`src/rtl/ps2_pkg.sv`:
```
// PS/2 receiver shared types: frame FSM states, prefix and
// protocol byte codes, Pause-sequence skip length.
package ps2_pkg;

  typedef enum logic [1:0] {
    IDLE,
    DATA,
    PARITY,
    STOP
  } state_t;

  localparam logic [7:0] B_E0 = 8'hE0;
  localparam logic [7:0] B_F0 = 8'hF0;
  localparam logic [7:0] B_E1 = 8'hE1;
  localparam logic [7:0] B_FA = 8'hFA;
  localparam logic [7:0] B_AA = 8'hAA;
  localparam logic [7:0] B_EE = 8'hEE;
  localparam logic [7:0] B_FE = 8'hFE;
  localparam logic [7:0] B_00 = 8'h00;
  localparam logic [7:0] B_FF = 8'hFF;

  localparam logic [2:0] PAUSE_SKIP = 3'd7;

  // Keyboard replies (ack, BAT ok, echo, resend, errors)
  // that never map to a key event.
  function automatic logic is_ignored(
    input logic [7:0] b
  );
    return (b == B_FA) || (b == B_AA) ||
           (b == B_EE) || (b == B_FE) ||
           (b == B_00) || (b == B_FF);
  endfunction

endpackage

```
`src/rtl/ps2_edge_filter.sv`:
```
// PS/2 line conditioner: 2-flop sync on clock and data,
// glitch filter on clock, one-cycle pulse on filtered fall.
// Ports: clk_sys, reset_n, ps2_clk_i, ps2_data_i (raw lines);
//        clk_fall (filtered fall pulse), data_s (synced data).
module ps2_edge_filter #(
  parameter int FILTER_LEN = 8
) (
  input  logic clk_sys,
  input  logic reset_n,
  input  logic ps2_clk_i,
  input  logic ps2_data_i,
  output logic clk_fall,
  output logic data_s
);

  localparam int CW = $clog2(FILTER_LEN + 1);
  localparam logic [CW-1:0] CNT_MAX = CW'(FILTER_LEN - 1);

  logic [1:0]    clk_sync;
  logic [1:0]    dat_sync;
  logic          clk_f;
  logic [CW-1:0] cnt;

  always_ff @(posedge clk_sys or negedge reset_n) begin
    if (!reset_n) begin
      clk_sync <= 2'b11;
      dat_sync <= 2'b11;
      clk_f    <= 1'b1;
      cnt      <= '0;
    end else begin
      clk_sync <= {clk_sync[0], ps2_clk_i};
      dat_sync <= {dat_sync[0], ps2_data_i};
      // cnt counts consecutive samples that disagree
      // with the accepted level; any agreeing sample
      // restarts the run.
      if (clk_sync[1] == clk_f) begin
        cnt <= '0;
      end else if (cnt == CNT_MAX) begin
        clk_f <= clk_sync[1];
        cnt   <= '0;
      end else begin
        cnt <= cnt + CW'(1);
      end
    end
  end

  assign clk_fall = clk_f & ~clk_sync[1] &
                    (cnt == CNT_MAX);
  assign data_s   = dat_sync[1];

endmodule

```
`src/rtl/ps2_key_rx.sv`:
```
// PS/2 keyboard receiver producing the 11-bit key event word
// {toggle, pressed, extended, code}; handles E0/F0/E1 prefixes.
// Ports: clk_sys, reset_n (async, active low), ps2_clk_i,
//   ps2_data_i (raw lines); ps2_key (event word), frame_err
//   (1-cycle error pulse), busy (frame in progress).
// Option: PS2_TYPEMATIC_FILTER_EN suppresses repeated makes.
module ps2_key_rx
  import ps2_pkg::*;
#(
  parameter int CLK_HZ     = 48_000_000,
  parameter int TIMEOUT_US = 200,
  parameter int FILTER_LEN = 8
) (
  input  logic        clk_sys,
  input  logic        reset_n,
  input  logic        ps2_clk_i,
  input  logic        ps2_data_i,
  output logic [10:0] ps2_key,
  output logic        frame_err,
  output logic        busy
);

  localparam int TMO_CYC = CLK_HZ / 1_000_000 * TIMEOUT_US;
  localparam int TW      = $clog2(TMO_CYC + 1);
  localparam logic [TW-1:0] TMO_LD = TW'(TMO_CYC - 1);

  state_t        state;
  state_t        state_n;
  logic          fall;
  logic          dat;
  logic [2:0]    bit_cnt;
  logic [7:0]    shreg;
  logic [TW-1:0] tmo;
  logic          tmo_exp;
  logic          err_n;
  logic          byte_ok;

  logic          ext;
  logic          brk;
  logic [2:0]    skip_cnt;
  logic          is_e0;
  logic          is_e1;
  logic          is_f0;
  logic          is_ign;
  logic          key_byte;
  logic          emit;

  ps2_edge_filter #(
    .FILTER_LEN (FILTER_LEN)
  ) u_filt (
    .clk_sys    (clk_sys),
    .reset_n    (reset_n),
    .ps2_clk_i  (ps2_clk_i),
    .ps2_data_i (ps2_data_i),
    .clk_fall   (fall),
    .data_s     (dat)
  );

  // Edges and expiry are exclusive: an edge reloads
  // the counter in the same cycle.
  assign tmo_exp = (state != IDLE) && !fall &&
                   (tmo == '0);

  always_ff @(posedge clk_sys or negedge reset_n) begin
    if (!reset_n) begin
      state <= IDLE;
    end else begin
      state <= state_n;
    end
  end

  always_comb begin
    state_n = state;
    err_n   = 1'b0;
    byte_ok = 1'b0;
    if (tmo_exp) begin
      state_n = IDLE;
      err_n   = 1'b1;
    end else if (fall) begin
      unique case (state)
        IDLE: begin
          if (dat) err_n = 1'b1;
          else     state_n = DATA;
        end
        DATA: begin
          if (bit_cnt == 3'd7) state_n = PARITY;
        end
        PARITY: begin
          // odd parity over 8 data bits + parity bit
          if (dat ^ (^shreg)) begin
            state_n = STOP;
          end else begin
            state_n = IDLE;
            err_n   = 1'b1;
          end
        end
        STOP: begin
          state_n = IDLE;
          if (dat) byte_ok = 1'b1;
          else     err_n   = 1'b1;
        end
        default: state_n = IDLE;
      endcase
    end
  end

  always_ff @(posedge clk_sys or negedge reset_n) begin
    if (!reset_n) begin
      bit_cnt   <= '0;
      shreg     <= '0;
      tmo       <= TMO_LD;
      frame_err <= 1'b0;
    end else begin
      frame_err <= err_n;
      if (state == IDLE || fall) tmo <= TMO_LD;
      else if (tmo != '0)        tmo <= tmo - TW'(1);
      if (tmo_exp) begin
        shreg <= '0;
      end else if (fall && state == IDLE) begin
        bit_cnt <= '0;
        shreg   <= '0;
      end else if (fall && state == DATA) begin
        bit_cnt <= bit_cnt + 3'd1;
        shreg   <= {dat, shreg[7:1]};
      end
    end
  end

  assign busy = (state != IDLE);

  assign is_e0    = (shreg == B_E0);
  assign is_e1    = (shreg == B_E1);
  assign is_f0    = (shreg == B_F0);
  assign is_ign   = is_ignored(shreg);
  assign key_byte = byte_ok && (skip_cnt == '0) &&
                    !is_e0 && !is_e1 && !is_f0 &&
                    !is_ign;

`ifdef PS2_TYPEMATIC_FILTER_EN
  logic [8:0] last_make;

  // Cleared value {0,00} never matches: code 00 is
  // always dropped before reaching this compare.
  always_ff @(posedge clk_sys or negedge reset_n) begin
    if (!reset_n) begin
      last_make <= '0;
    end else if (err_n) begin
      last_make <= '0;
    end else if (key_byte) begin
      if (!brk)
        last_make <= {ext, shreg};
      else if ({ext, shreg} == last_make)
        last_make <= '0;
    end
  end

  assign emit = brk | ({ext, shreg} != last_make);
`else
  assign emit = 1'b1;
`endif

  always_ff @(posedge clk_sys or negedge reset_n) begin
    if (!reset_n) begin
      ps2_key  <= '0;
      ext      <= 1'b0;
      brk      <= 1'b0;
      skip_cnt <= '0;
    end else if (err_n) begin
      ext      <= 1'b0;
      brk      <= 1'b0;
      skip_cnt <= '0;
    end else if (byte_ok) begin
      if (skip_cnt != '0) begin
        skip_cnt <= skip_cnt - 3'd1;
      end else begin
        unique case (1'b1)
          is_e1:  skip_cnt <= PAUSE_SKIP;
          is_e0:  ext <= 1'b1;
          is_f0:  brk <= 1'b1;
          is_ign: begin end
          default: begin
            ext <= 1'b0;
            brk <= 1'b0;
            if (emit)
              ps2_key <= {~ps2_key[10], ~brk,
                          ext, shreg};
          end
        endcase
      end
    end
  end

endmodule
```
`config.mk`:
```
export PLATFORM = sky130hd
export DESIGN_NAME = ps2_key_rx
export DESIGN_NICKNAME = d
export VERILOG_FILES = /design/src/rtl/ps2_pkg.sv /design/src/rtl/ps2_edge_filter.sv /design/src/rtl/ps2_key_rx.sv
export SDC_FILE = /design/constraint.sdc
export NUM_CORES = 1
export LEC_CHECK = 0
export ABC_AREA = 0
export BUFFER_PORTS_ARGS = -buffer_cell sky130_fd_sc_hd__clkbuf_2
export CAP_MARGIN = 25
export CORE_MARGIN = 2
export CORE_UTILIZATION = 60
export CTS_CLUSTER_SIZE = 30
export DETAILED_ROUTE_END_ITERATION = 12
export GPL_TIMING_DRIVEN = 0
export HOLD_SLACK_MARGIN = 0.02
export PLACE_DENSITY = 0.79
export SLEW_MARGIN = 5
export SYNTH_ARGS = -nofsm -noshare
export SYNTH_HDL_FRONTEND = slang
export SYNTH_SLANG_ARGS = --single-unit
```
`constraint.sdc`:
```
create_clock -name clk_sys -period 2.4 [get_ports clk_sys]
set_input_delay 0.48 -clock clk_sys [delete_from_list [all_inputs] [get_ports clk_sys]]
set_output_delay 0.48 -clock clk_sys [all_outputs]
set_load 0.1 [all_outputs]
```
== Word level (Yosys, flattened, before mapping) ==
Index checks and enable logic that the tools add are counted.

* Flip-flop bits (word level): 53
* Bits in latches: 0
* Memory bits (writable): 0
* Memory bits (read-only): 0
* Word-level logic and storage cells: 117
* Memories kept: 0

* Add/sub/neg operators: 4
* Multipliers: 0
* Divide/modulo/power cells: 0
* $lt $le $gt $ge: 0
* Equality and inequality tests: 19
* Shift operators: 0
* Muxes and demuxes: 36
* Bitwise gates (word level): 11
* Reduce and logical (&&, ||, !) cells: 34

{| class="wikitable"
|+ Operator list
! cell !! number
|-
| equality test 8 bit (second input constant) || 8
|-
| 2-to-1 mux 14 bit || 2
|-
| 2-to-1 mux 8 bit || 3
|-
| 2-to-1 mux 3 bit || 6
|-
| logical NOT 14 bit || 1
|-
| 2-to-1 mux 1 bit || 14
|-
| nonzero test 14 bit || 1
|-
| subtractor 14 x 1 -> 14 bit (second input constant) || 1
|-
| 2-to-1 mux 2 bit || 5
|-
| nonzero test 2 bit || 5
|-
| AND reduction 3 bit || 3
|-
| nonzero test 3 bit || 3
|-
| logical NOT 8 bit || 1
|-
| 2-to-1 mux 4 bit || 2
|-
| inverter 1 bit || 8
|-
| case mux 2 bit (4 select lines) || 1
|-
| parity 8 bit || 1
|-
| logical OR 1 bit || 6
|-
| != test 3 bit (second input constant) || 2
|-
| AND reduction 2 bit || 3
|-
| OR reduction 3 bit || 2
|-
| adder 4 x 1 -> 4 bit (second input constant) || 1
|-
| equality test 2 bit (second input constant) || 2
|-
| equality test 4 x 3 -> 1 bit (second input constant) || 1
|-
| other kinds (16) || 22
|}

== Depth between registers and ports, before layout ==
* Depth after elaboration: 11
* Gate-level depth with buffers: 9
* Gate-level depth less buffers: 7

== Cells and area by module ==
From an unflattened synthesis, not the netlist that was laid out.

* Cell total of the unflattened synthesis: 259
* Area, all modules: 2750.1 sq um

{| class="wikitable"
|+ By module, submodules not included
! module !! instances !! cells an instance !! area an instance (sq um)
|-
| ps2_key_rx || 1 || 235 || 2389.8
|-
| ps2_edge_filter || 1 || 24 || 360.3
|}

== Worst setup path before layout ==
Ideal clock, no wire load.

* Path kind: register to register
* Start: register u_filt.clk_f
* End: register ps2_key[0]
* Library setup time: 0.125 ns
* Arrival time: 1.774 ns
* Data required time: 2.275 ns
* Slack: 0.500 ns
* Cell stages (with the launch flop): 8
* Path buffers: 1
* Clock period less this slack: 1.900 ns
* Cells stage by stage: dfstp_2 > ha_1 > nand4b_1 > or2_4 > nor4_4 > nand2_2 > buf_6 > mux2_4

* Longest elaborated chain between the ends: 8

{| class="wikitable"
|+ Ends and longest elaborated chain
! item !! line !! source
|-
| start, declared || ps2_edge_filter.sv:21 || <nowiki>logic clk_f;</nowiki>
|-
| start signal, assigned || ps2_edge_filter.sv:39 || <nowiki>clk_f <= clk_sync[1];</nowiki>
|-
| AND 1 bit * (2 in a row) || ps2_edge_filter.sv:47 || <nowiki>assign clk_fall = clk_f & ~clk_sync[1] &</nowiki>
|-
| logical NOT 1 bit || ps2_key_rx.sv:61 || <nowiki>assign tmo_exp = (state != IDLE) && !fall &&</nowiki>
|-
| logical AND 1 bit (2 in a row) || ps2_key_rx.sv:61 ||
|-
| 2-to-1 mux 1 bit || ps2_key_rx.sv:76 || <nowiki>if (tmo_exp) begin</nowiki>
|-
| inverter 1 bit (no source line) || n/a ||
|-
| AND reduction 4 bit (no source line) * || n/a ||
|-
| end signal, assigned || ps2_key_rx.sv:185 || <nowiki>ps2_key <= {~ps2_key[10], ~brk,</nowiki>
|-
| end, declared || ps2_key_rx.sv:18 || <nowiki>output logic [10:0] ps2_key,</nowiki>
|}

Mark *: on every way between the ends. The rest lies on a longest branch, timed or not.
A chain may end at the register's enable or synchronous reset.

== Worst setup path after layout ==
* Start: register shreg[1]
* End: register skip_cnt[2]

* Longest elaborated chain between the ends: 8

{| class="wikitable"
|+ Ends and longest elaborated chain
! item !! line !! source
|-
| start, declared || ps2_key_rx.sv:32 || <nowiki>logic [7:0] shreg;</nowiki>
|-
| start signal, assigned || ps2_key_rx.sv:124 || <nowiki>shreg <= {dat, shreg[7:1]};</nowiki>
|-
| parity 8 bit || ps2_key_rx.sv:90 || <nowiki>if (dat ^ (^shreg)) begin</nowiki>
|-
| bitwise XOR 1 bit || ps2_key_rx.sv:90 ||
|-
| 2-to-1 mux 1 bit || ps2_key_rx.sv:90 ||
|-
| case mux 1 bit (3 select lines) || ps2_key_rx.sv:80 || <nowiki>unique case (state)</nowiki>
|-
| 2-to-1 mux 1 bit || ps2_key_rx.sv:79 || <nowiki>end else if (fall) begin</nowiki>
|-
| 2-to-1 mux 1 bit || ps2_key_rx.sv:76 ||
|-
| nonzero test 3 bit (no source line) / nonzero test 2 bit (equally long branches) || n/a ||
|-
| AND reduction 2 bit (no source line) || n/a ||
|-
| end signal, assigned || ps2_key_rx.sv:174 || <nowiki>skip_cnt <= skip_cnt - 3'd1;</nowiki>
|-
| end, declared || ps2_key_rx.sv:40 || <nowiki>logic [2:0] skip_cnt;</nowiki>
|}

Parallel ways exist; a longest one is shown, timed or not.

==> out/metrics.yaml <==
status: "finished, final reports clean"
antenna_found_initial: 0
hold_path_class: "in -> async"
hold_viol_final: 0
ys_ff_latch: 53
combinationalPowerShare: 0.047
htree_levels: 2
grt.total_usage: 0.2016
rsz0062_at_grt: "false"
crit_buf_inv: 1
end_kind: "flop"
required_ps: 2570
placed_area_um2: 3002
grt_max_degree: 30
ios: 17
cts_root_buffer: "clkbuf_8"
crit_arrival_ps: 2330
max_slew_margin: 0.5770
drive_gt1_frac: 0.2448
reg2regPathDepth: 7
fin_util: 0.6703
areaGrowthSynthToFinish_pct: 9.492
netlist_area_um2: 2834
period_share: 0.9033
cts_buffer_depth: 2
post-route-min-period_ps: 2168
routed_wl_um: 4815
row_count: 25
drc: 0
p_sw_frac: 0.2191
die_area_um2: 5289
syn_inst: 261
timing.final.max_slew_violations: 0
ys_warn_count: 0
ys_seq_area_frac: 0.4746
cts_setup_buffers: 0
synth_area_per_cell_um2: 10.86
ctsResizeCount: 0
cp_num_cells: 7
startpoint_type: "flop"
worst_pin_slew_ps: 634.4
final_nets: 310
cts_hold_buf: 0
n_antenna_cell: 0
slowest_stage: "o41ai_2"
path_clk_slew_ps: 90
synth_cell_types: 50
crit_fanout: 6
start_util: 0.6122
fmax_mhz: 461.3
die_y_um: 72.73
cap_violations: 0
drt_iter0_markers: 118
dieWidth_um: 72.73
worstSkewPairLatency_ps: 300
path_cells: "inv_1 -> ha_1 -> xnor2_1 -> xnor2_1 -> and2_1 -> o41ai_2 -> nor3_1"
power.internal_w: 0.001213
slowest_delay_ps: 510
crit_family: "compound AO/OA/AOI/OAI gates"
ant_nets: 0
cellPowerDensity_nw_per_um2: 500.4
power_frac_clock: 0.350
place.gp.congestion: 0.7994
dr.pass1.iters: 4
grt_first_pass_wirelength_um: 8404
dp_hpwl_um: 3498
grt_pass1_vias: 1771
vias: 1910
core_um2: 4629
grt_overflow: 0
pwr-share-seq: 0.603
p_leak_nw: 1.445
final_area_um2: 3103
final.setup.tns_ps: 0
cp_common_cell: "xnor2_1"
numPortBuffers: 16
path_class: "reg -> reg"
clock-sinks: 53
wl_per_cell_um: 14.16
finClkSkew_ps: 9.222
routed_via_density: 5.618
synth_nets: 286
switchingPower_w: 0.0003402
cts_tree: "yes"
ir_worst_vdd_uv: 306.1
cts_buffers: 5
setup_violations: 0
holdWs_ps: 182.7
-- cell usage in the layout (no fill, tap or decap), types with 3 or more instances in the layout --
| cell type | n |
|---|---|
| dfrtp_1 | 38 |
| nand2_1 | 23 |
| ha_1 | 21 |
| nor2_1 | 19 |
| inv_1 | 17 |
| clkbuf_2 | 17 |
| dfstp_2 | 15 |
| nor3_1 | 11 |
| o21ai_0 | 11 |
| nand3_1 | 11 |
| mux2_4 | 9 |
| xnor2_1 | 8 |
| a22o_1 | 8 |
| xor2_1 | 7 |
| clkbuf_8 | 7 |
| nand4b_1 | 4 |
| and2_1 | 4 |
| a21oi_1 | 4 |
| buf_2 | 3 |
| or2_2 | 3 |
| mux2_2 | 3 |
| a211oi_1 | 3 |
| o21a_1 | 3 |
-- synthesized netlist by cell type (all sizes together) --
master,number,share of area
o22ai,1,0.0022
a22o,8,0.025
xnor2,8,0.025
o21a,3,0.0079
nand4,2,0.0044
inv,17,0.023
dfstp,15,0.14
mux2i,1,0.0035
or4,1,0.0040
and2,4,0.0088
a211o,1,0.0031
nand3,11,0.019
o41ai,1,0.0057
clkbuf,2,0.0031
xor2,7,0.022
nor4,3,0.012
a31oi,1,0.0022
a21oi,4,0.0071
nor4bb,1,0.0035
mux2,12,0.060
nor2b,2,0.0044
ha,21,0.093
a32oi,1,0.0031
nand4b,4,0.012
buf,4,0.0093
dfrtp,38,0.34
and3,2,0.0044
or2,5,0.012
nor3b,2,0.0053
o211ai,1,0.0026
nor4b,1,0.0084
o21ai,12,0.021
a22oi,1,0.0026
nor2,20,0.027
a31o,2,0.0062
a211oi,3,0.0079
nand2b,1,0.0022
nor3,12,0.025
nand3b,2,0.0053
nand2,24,0.033
-- flip-flops by register name (all words and copies together) (netlist names) --
signal	cells
tmo	14
ps2_key	11
shreg	8
u_filt.cnt	4
bit_cnt	3
skip_cnt	3
state	2
u_filt.clk_sync	2
u_filt.dat_sync	2
brk	1
ext	1
frame_err	1
u_filt.clk_f	1
-- power by group through the flow --
stage               clock, W  combinational, W  sequential [W]
finish              0.000544         0.0000725        0.000936
floorplan                  0         0.0000421        0.000950
global placement           0         0.0000682        0.000952
detailed placement         0         0.0000752        0.000953
global route        0.000594         0.0000825        0.000940
CTS                 0.000560         0.0000757        0.000937
-- per-layer routing --
metal	global-route usage	share of wire	vias up
li1	-	-	957
met1	0.3012	0.50	923
met2	0.3000	0.46	23
met3	0.03729	0.028	7
met4	0.06173	0.013	0
met5	0	0	-
-- stage by stage --
| stage | std cells | power [W] | setup WS (ps) |
|---|---|---|---|
| 5_1_grt | 340 | 0.001616 | 46.25 |
| 2_1_floorplan | 261 | 0.0009922 | 500.4 |
| 6_report | 340 | 0.001553 | 232.2 |
| 4_1_cts | 340 | 0.001573 | 239.8 |
| 3_3_place_gp | 331 | 0.001020 | 294.5 |
| 3_5_place_dp | 332 | 0.001028 | 268.2 |
-- cell families after synthesis --
| family | after synthesis | share of synthesized area |
|---|---|---|
| AND/OR/NAND/NOR | 97 | 0.1916 |
| flip-flops | 53 | 0.4746 |
| AO/OA/AOI/OAI | 39 | 0.09669 |
| buffers and inverters | 23 | 0.03487 |
| adder cells (fa/ha/maj) | 21 | 0.09271 |
| XOR/XNOR | 15 | 0.04636 |
| multiplexers | 13 | 0.06313 |
-- worst register-to-register path, cell delays in order (launching register included) --
cell and delay [ps]:
dfrtp_1 440, inv_1 100, ha_1 290, xnor2_1 210
xnor2_1 150, and2_1 210, o41ai_2 510, nor3_1 130
-- layout make-up --
cell class | count | area (um2)
repair buffers | 17 | 100.1
well taps | 54 | 67.56
clock inverters | 1 | 5.005
inverters | 17 | 63.81
clock buffers | 7 | 96.34
fillers | 376 | 1526
plain buffers | 6 | 35.03
multi-input cells | 185 | 1390
flip-flops and latches | 53 | 1345
-- path summary, 6_finish.rpt --
path,startpoint,to,slack [ps]
worst max-delay path,shreg[1],skip_cnt[2],230
worst min register to register,u_filt.dat_sync[0],u_filt.dat_sync[1],360
worst min-delay path,reset_n,ps2_key[10],180
max in group asynchronous,reset_n,tmo[6],1570
worst max register to register,shreg[1],skip_cnt[2],230
min in group clk_sys,ps2_clk_i,u_filt.clk_sync[0],250
(Power assumes the default switching activity.)
